[src/rtl/uart_rx_frame.sv]
// UART receiver: oversampled start/data/parity/stop recovery with a one-clock
// result strobe and per-frame parity and framing error flags.
module uart_rx_frame #(
  parameter int DATA_WIDTH = 8,
  parameter int OVERSAMPLE = 16,
  parameter int PARITY_EN  = 1,
  parameter int PARITY_ODD = 0
) (
  input  logic                  i_clk,
  input  logic                  i_rst_n,
  input  logic                  i_baud_tick,
  input  logic                  i_rx,
  output logic [DATA_WIDTH-1:0] o_data,
  output logic                  o_valid,
  output logic                  o_parity_err,
  output logic                  o_frame_err,
  output logic                  o_busy,
  output logic [2:0]            o_dbg_state
);

  localparam int CNT_W = $clog2(OVERSAMPLE);
  localparam int BIT_W = $clog2(DATA_WIDTH);
  localparam logic [CNT_W-1:0] CNT_HALF = CNT_W'(OVERSAMPLE / 2 - 1);
  localparam logic [CNT_W-1:0] CNT_FULL = CNT_W'(OVERSAMPLE - 1);
  localparam logic [BIT_W-1:0] BIT_LAST = BIT_W'(DATA_WIDTH - 1);
  localparam logic             ODD_BIT  = 1'(PARITY_ODD);

  typedef enum logic [2:0] {IDLE, START, DATA, PARITY, STOP} state_t;

  state_t                state, state_next;
  logic                  rx_meta, rx_s, rx_prev;
  logic [CNT_W-1:0]      cnt;
  logic [BIT_W-1:0]      bit_cnt;
  logic [DATA_WIDTH-1:0] shreg;
  logic                  par_err;
  logic                  half_hit, full_hit, stop_done;

  // Line idles high, so the synchroniser resets to 1 to avoid a false start edge.
  always_ff @(posedge i_clk or negedge i_rst_n) begin
    if (!i_rst_n) begin
      rx_meta <= 1'b1;
      rx_s    <= 1'b1;
      rx_prev <= 1'b1;
    end else begin
      rx_meta <= i_rx;
      rx_s    <= rx_meta;
      rx_prev <= rx_s;
    end
  end

  assign half_hit  = i_baud_tick && (cnt == CNT_HALF);
  assign full_hit  = i_baud_tick && (cnt == CNT_FULL);
  assign stop_done = (state == STOP) && full_hit;

  always_ff @(posedge i_clk or negedge i_rst_n) begin
    if (!i_rst_n) begin
      state  <= IDLE;
      o_busy <= 1'b0;
    end else begin
      state  <= state_next;
      o_busy <= (state_next != IDLE);
    end
  end

  always_comb begin
    state_next = state;
    case (state)
      IDLE:    if (rx_prev && !rx_s) state_next = START;
      START:   if (half_hit) state_next = rx_s ? IDLE : DATA;
      DATA:    if (full_hit && bit_cnt == BIT_LAST)
                 state_next = (PARITY_EN != 0) ? PARITY : STOP;
      PARITY:  if (full_hit) state_next = STOP;
      STOP:    if (full_hit) state_next = IDLE;
      default: state_next = IDLE;
    endcase
  end

  // Leaving START at mid-bit means every later sample lands one full bit later.
  always_ff @(posedge i_clk or negedge i_rst_n) begin
    if (!i_rst_n) begin
      cnt     <= '0;
      bit_cnt <= '0;
      shreg   <= '0;
      par_err <= 1'b0;
    end else begin
      if (state_next != state)
        cnt <= '0;
      else if (i_baud_tick)
        cnt <= (cnt == CNT_FULL) ? '0 : cnt + 1'b1;

      if (state != DATA)
        bit_cnt <= '0;
      else if (full_hit)
        bit_cnt <= bit_cnt + 1'b1;

      if (state == DATA && full_hit)
        shreg <= {rx_s, shreg[DATA_WIDTH-1:1]};

      if (state == START)
        par_err <= 1'b0;
      else if (state == PARITY && full_hit)
        par_err <= ((^shreg ^ rx_s) != ODD_BIT);
    end
  end

  always_ff @(posedge i_clk or negedge i_rst_n) begin
    if (!i_rst_n) begin
      o_valid      <= 1'b0;
      o_data       <= '0;
      o_parity_err <= 1'b0;
      o_frame_err  <= 1'b0;
    end else begin
      o_valid <= stop_done;
      if (stop_done) begin
        o_data       <= shreg;
        o_parity_err <= par_err;
        o_frame_err  <= ~rx_s;
      end
    end
  end

  assign o_dbg_state = state;

endmodule

[config.mk]
export PLATFORM = sky130hd
export DESIGN_NAME = uart_rx_frame
export DESIGN_NICKNAME = d
export VERILOG_FILES = /design/src/rtl/uart_rx_frame.sv
export SDC_FILE = /design/constraint.sdc
export NUM_CORES = 1
export LEC_CHECK = 0
export BUFFER_PORTS_ARGS = -buffer_cell sky130_fd_sc_hd__clkbuf_2
export CAP_MARGIN = 20
export CORE_ASPECT_RATIO = 0.9
export CORE_MARGIN = 2
export CORE_UTILIZATION = 48
export CTS_CLUSTER_SIZE = 12
export DETAILED_ROUTE_END_ITERATION = 16
export GPL_TIMING_DRIVEN = 0
export PLACE_DENSITY = 0.7
export SETUP_SLACK_MARGIN = 0.15
export SYNTH_ARGS = -nofsm -noshare
export SYNTH_HDL_FRONTEND = slang
export SYNTH_SLANG_ARGS = --single-unit
export TNS_END_PERCENT = 100
[constraint.sdc]
create_clock -name i_clk -period 1.85 [get_ports i_clk]
set_input_delay 0.37 -clock i_clk [delete_from_list [all_inputs] [get_ports i_clk]]
set_output_delay 0.37 -clock i_clk [all_outputs]
set_load 0.01 [all_outputs]
==> results.json, run 1 <==
{
  "status": "completed",
  "synth_nets": 126,
  "synth_edf_count": 0,
  "synth_area_sq_um": 1592,
  "area_growth_pct": 21.30,
  "yosys_warnings": 0,
  "num_vias": 1032,
  "muxShareOfSynthArea_pct": 16.19,
  "hold_class": "primary input to asynchronous set/reset pin",
  "cts_inserted_buffers": 5,
  "cp_num_buf_inv": 0,
  "path_clk_slew_ps": 70,
  "crit_path_cell_trace": "ha_4 -> and4_4 -> a311oi_2 -> o21ba_4 -> or3_1",
  "synth_top_area_cell": "dfrtp_1",
  "core_region_area_sq_um": 3114,
  "crit_path_max_incr_delay_ps": 440,
  "drive_gt1_share_pct": 45.03,
  "crit_slowest_cell": "dfrtp_2",
  "grt_start_max_net_pins": 35,
  "synth_area_leaders": "dfrtp_1, mux2_2, mux2_4, dfstp_2, xnor2_1",
  "fin_ws_ps": 165.7,
  "powerDensity_nw_per_um2": 1147,
  "final_nets": 157,
  "port_buffers": 17,
  "synth_top_family_by_area": "multiplexers",
  "antenna_found_initial": 0,
  "worstPathMaxFanout": 5,
  "total_power_mw": 2.214,
  "die_h_um": 58.63,
  "num_antenna_cells": 0,
  "critPathLaunchType": "register",
  "final_area_sq_um": 1931,
  "drv_cap": 0,
  "grt_pass1_wl_um": 4733,
  "vdd.ir_drop.worst_uv": 487.4,
  "ys.flop_type": "dfrtp_1",
  "drc": 0,
  "crit_arrival_ps": 1850,
  "synth-simple-area-share_pct": 9.198,
  "pre_cts_slack_ps": 37.02,
  "initial_utilization_pct": 51.10,
  "synth_cells": 119,
  "clockBufferDepth": 2,
  "ys_ff_latch": 34,
  "cp.required_ps": 2020,
  "clockRootBuffer": "clkbuf_8",
  "path_class": "register to register",
  "clock-sinks": 34,
  "path_delay_family": "simple AND/OR/NAND/NOR gates",
  "ant_nets": 0,
  "synth.distinct_cells": 36,
  "final_cells": 193,
  "place.gp.congestion": 0.7150,
  "drt-initial-drc-count": 100,
  "synth_top_area_share_pct": 48.74,
  "fmax_ghz": 0.5937,
  "synth_xor_xnor_area_share_pct": 6.368,
  "timing.hold.ws_ps": 157.1,
  "insertion_delay_ps": 290,
  "slew_headroom_pct": 45.97,
  "setup_viol": 0,
  "worstMarginPinSlew_ps": 810.5,
  "power.leakage_nw": 0.9443,
  "dp_hpwl_um": 1857,
  "tns_ps": 0,
  "place_area_sq_um": 1729,
  "synthAdderAreaFrac_pct": 2.358,
  "die_w_um": 64.70,
  "timing.final.crit_share_pct": 91.04,
  "hold_viol": 0,
  "skew_ps": 7.851,
  "grt-ovfl-total": 0,
  "dr.pass1.iters": 6,
  "grt_use_total_pct": 17.41,
  "vias_per_cell": 5.347,
  "htree_levels": 2,
  "final_cell_mix": "dfrtp_1, clkbuf_2, mux2_2, xnor2_1",
  "cp-end-kind": "register",
  "cts_tree": "built",
  "routed_wl_um": 3115,
  "rsz0062_at_grt": "yes",
  "grt_pass1_vias": 1001,
  "slew_viol_final": 0,
  "utilization_pct": 61.99,
  "min_period_ps": 1684,
  "syn_area_per_cell_sq_um": 13.37,
  "layout_commonest_cell": "dfrtp_1",
  "wl_per_cell_um": 16.14,
  "yosysSeqAreaShare_pct": 53.69,
  "synth_compound_area_share_pct": 8.176,
  "synthArstFlopShare_pct": 100.0,
  "placedCellCount": 178,
  "num_io_pins": 19,
  "placementRows": 19,
  "dieArea_sq_um": 3793
}
[worst reg2reg max path, stage by stage (launching register included)]
cell and delay (ps):
dfrtp_2 440, ha_4 190, and4_4 190, a311oi_2 250
o21ba_4 200, or3_1 300
[kinds of logic (layout without fill, tap and decap cells)]
family                   Yosys count  in the layout
flip-flops                        34             34
AND/OR/NAND/NOR                   25             25
multiplexers                      21             21
AO/OA/AOI/OAI                     16             16
XOR/XNOR                          10             10
buffers and inverters             10             42
adder cells (fa/ha/maj)            3              3
[layout make-up]
type | instances | area [sq um]
timing repair buffer | 24 | 137.6
tap | 42 | 52.55
multi-input combinational | 75 | 696.9
clock inverter | 1 | 30.03
clock buffer | 7 | 86.33
fill | 240 | 1184
buffer | 6 | 56.30
inverter | 4 | 15.01
sequential | 34 | 855.8
[flip-flops by register name, summed over array words and instances (netlist names), 3 cells and up]
signal	cells
o_data	8
shreg	8
cnt	4
bit_cnt	3
o_dbg_state	3
[path summary, 6_finish.rpt]
kind	slack (ps)	endpoint	depth (start not counted)	from
max	170	o_busy$_DFF_PN0_	5	cnt[0]$_DFFE_PN0P_
max in group asynchronous	1140	cnt[0]$_DFFE_PN0P_	1	i_rst_n
min in group i_clk	170	rx_meta$_DFF_PN1_	1	i_rx
min	160	cnt[3]$_DFFE_PN0P_	1	i_rst_n
max reg2reg	170	o_busy$_DFF_PN0_	5	cnt[0]$_DFFE_PN0P_
min reg2reg	360	rx_s$_DFF_PN1_	0	rx_meta$_DFF_PN1_
[repair_timing]
item                                   CTS  global route
gates resized for setup                  3             5
endpoints found under the hold margin    0             0
hold buffers                             0             0
pin swaps                                0             2
buffers inserted                         2             5
setup endpoints to repair               20            10
[cell usage after synthesis (all sizes together), types with 2 or more instances]
library cell and count:
xnor2 8, a41oi 2, a21oi 3, inv 4
o21ai 2, nor3 4, mux2 17, nor2 6
a211oi 3, a31oi 2, dfrtp 31, ha 3
a311oi 2, nand2 6, mux2i 4, nand3 2
buf 6, dfstp 3
[per-layer routing]
| layer | vias to the layer above | share of wire [%] | GRT usage (%) |
|---|---|---|---|
| li1 | 487 | - | - |
| met3 | 9 | 5.5 | 5.545 |
| met1 | 496 | 45 | 21.54 |
| met2 | 40 | 47 | 26.34 |
| met4 | 0 | 2.9 | 11.85 |
| met5 | - | 0 | 0 |
[report_power, final]
part           total (mW)  internal (mW)  switching [mW]
logic               0.611          0.276           0.334
registers           0.906          0.823          0.0827
clock network       0.697          0.439           0.259
Note: power is estimated with default switching activity, not from simulation.
==> run 2: changes to the inputs <==
Settings changed: TNS_END_PERCENT 100 to 5.
Clock period 1.85 ns to 1.6 ns, I/O delays scaled along.
==> run 2 against run 1 <==
Compared with the run above:
- the run now ends with negative setup slack left
- worst setup slack lost 200 ps
- non-clock buffer count fell by 1
- largest power group unchanged
- fmax up 3.1%
==> results.json, run 2 (synthesized netlist as in run 1, its figures left out) <==
{
  "status": "complete, but fails checks",
  "violations": "negative setup slack",
  "drive_gt1_share_pct": 47.33,
  "num_antenna_cells": 0,
  "area_growth_pct": 22.56,
  "crit_path_cell_trace": "ha_2 -> ha_2 -> a311oi_2 -> o21ba_4 -> or3_1",
  "drt-initial-drc-count": 64,
  "cpMostUsedCell": "ha_2",
  "cts_inserted_buffers": 5,
  "vias_per_cell": 5.292,
  "critPathLaunchType": "register",
  "timing.final.crit_share_pct": 102.1,
  "initial_utilization_pct": 51.10,
  "slew_viol_final": 0,
  "worstPathMaxFanout": 2,
  "seq_area_sq_um": 855.8,
  "die_h_um": 58.63,
  "die_w_um": 64.70,
  "worstMarginPinSlew_ps": 815.2,
  "vdd.ir_drop.worst_uv": 544.9,
  "cts_tree": "built",
  "dp_hpwl_um": 1844,
  "wl_per_cell_um": 14.41,
  "powerDensity_nw_per_um2": 1272,
  "cp-end-kind": "register",
  "placedCellCount": 178,
  "final_cells": 192,
  "antenna_found_initial": 0,
  "ant_nets": 0,
  "crit_slowest_cell": "dfrtp_1",
  "clockRootBuffer": "clkbuf_8",
  "skew_ps": 6.862,
  "grt_pass1_wl_um": 4595,
  "final_nets": 156,
  "placementRows": 19,
  "dieArea_sq_um": 3793,
  "routed_wl_um": 2766,
  "place.gp.congestion": 0.6828,
  "core_region_area_sq_um": 3114,
  "path_clk_slew_ps": 70,
  "hold_viol": 0,
  "setup_viol": 4,
  "grt_use_total_pct": 16.48,
  "r2r-start": "bit_cnt[1]$_DFFE_PN0P_",
  "fmax_ghz": 0.6121,
  "fillers": 246,
  "insertion_delay_ps": 290,
  "grt_pass1_vias": 975,
  "grt_start_max_net_pins": 35,
  "reg.largest.list": "o_data (8), shreg (8), cnt (4)",
  "port_buffers": 17,
  "min_period_ps": 1634,
  "regToRegEndpoint": "o_busy$_DFF_PN0_",
  "num_io_pins": 19,
  "multi_input_area_sq_um": 721.9,
  "crit_path_max_incr_delay_ps": 390,
  "hold_class": "primary input to asynchronous set/reset pin",
  "clock-sinks": 34,
  "crit_arrival_ps": 1790,
  "grt-ovfl-total": 0,
  "reg2reg_slack_ps": -30,
  "drc": 0,
  "path_class": "register to register",
  "num_vias": 1016,
  "final_cell_mix": "dfrtp_1, clkbuf_2, mux2_2, xnor2_1, mux2_4",
  "clockBufferDepth": 2,
  "timing.hold.ws_ps": 118.6,
  "layout_commonest_cell": "dfrtp_1",
  "dr.pass1.iters": 4,
  "cp.required_ps": 1760,
  "htree_levels": 2,
  "slew_headroom_pct": 45.65,
  "power.leakage_nw": 0.9534,
  "rsz0062_at_grt": "yes",
  "pre_cts_slack_ps": -101.3,
  "tns_ps": -47.33,
  "worst-r2r-cell-count": 5,
  "fin_ws_ps": -33.85,
  "utilization_pct": 62.64,
  "drv_cap": 0
}
[run 2: changes by cell type in the layout (fill, tap and decap cells not counted)]
cell      previous run  this run
a21oi_1              3         2
a21oi_2              0         1
buf_2                3         2
buf_4                7         6
clkbuf_4             0         1
ha_1                 1         0
ha_2                 1         2
nand2_2              1         0
nand2_4              0         1
nor4b_1              1         0
nor4b_2              0         1
xnor2_1              8         7
xnor2_2              0         1
[run 2: area by class of cell]
type / instances / area share, %
Clock buffer: 7 / 4.426
Buffer: 6 / 3.015
Clock inverter: 1 / 1.539
Inverter: 4 / 0.7697
Multi-Input combinational cell: 75 / 37.01
Tap cell: 42 / 2.694
Sequential cell: 34 / 43.87
Timing Repair Buffer: 23 / 6.671
[run 2: what timing repair did]
action | 4_1_cts | 5_1_grt
setup buffers | 5 | 1
resized for setup | 4 | 8
hold buffers | 0 | 0
setup endpoints to repair | 24 | 25
pin swaps | 7 | 3
[run 2: worst max-delay path by stage]
stage / startpoint / end / slack, ps / cells past startpoint
2_1_floorplan: cnt[0]$_DFFE_PN0P_ / o_data[2]$_DFFE_PN0P_ / 20 / 6
3_3_place_gp: cnt[0]$_DFFE_PN0P_ / o_data[2]$_DFFE_PN0P_ / -80 / 6
3_5_place_dp: cnt[1]$_DFFE_PN0P_ / o_data[4]$_DFFE_PN0P_ / -100 / 6
4_1_cts: cnt[0]$_DFFE_PN0P_ / o_busy$_DFF_PN0_ / -60 / 5
5_1_grt: bit_cnt[1]$_DFFE_PN0P_ / o_busy$_DFF_PN0_ / -100 / 5
6_report: bit_cnt[1]$_DFFE_PN0P_ / o_busy$_DFF_PN0_ / -30 / 5
[run 2: power breakdown]
part	internal, mW	switching (mW)	leakage, nW
clock	0.507	0.295	0.0585
sequential	0.952	0.0814	0.449
combinational	0.303	0.342	0.446
[run 2: metrics by stage]
step                      total power, mW  cell area, sq um
after floorplan                     1.441              1604
after detailed placement            1.585              1742
after CTS                           2.485              1909
final                               2.481              1951
after global placement              1.558              1742
after global routing                2.624              1951
[run 2: worst max-delay path: cells and delay by family, from the launching register on]
family          cells  cell delay (ps)
flops               1              390
fa+ha+maj           2              350
simple gates        1              300
compound gates      2              470
[run 2: per-layer routing]
layer | vias up | GRT usage [%] | wire length, um
met5 | - | 0 | 0
met4 | 0 | 8.207 | 53
met3 | 5 | 4.589 | 98
met2 | 23 | 23.66 | 1262
met1 | 506 | 23.19 | 1352
li1 | 482 | - | -
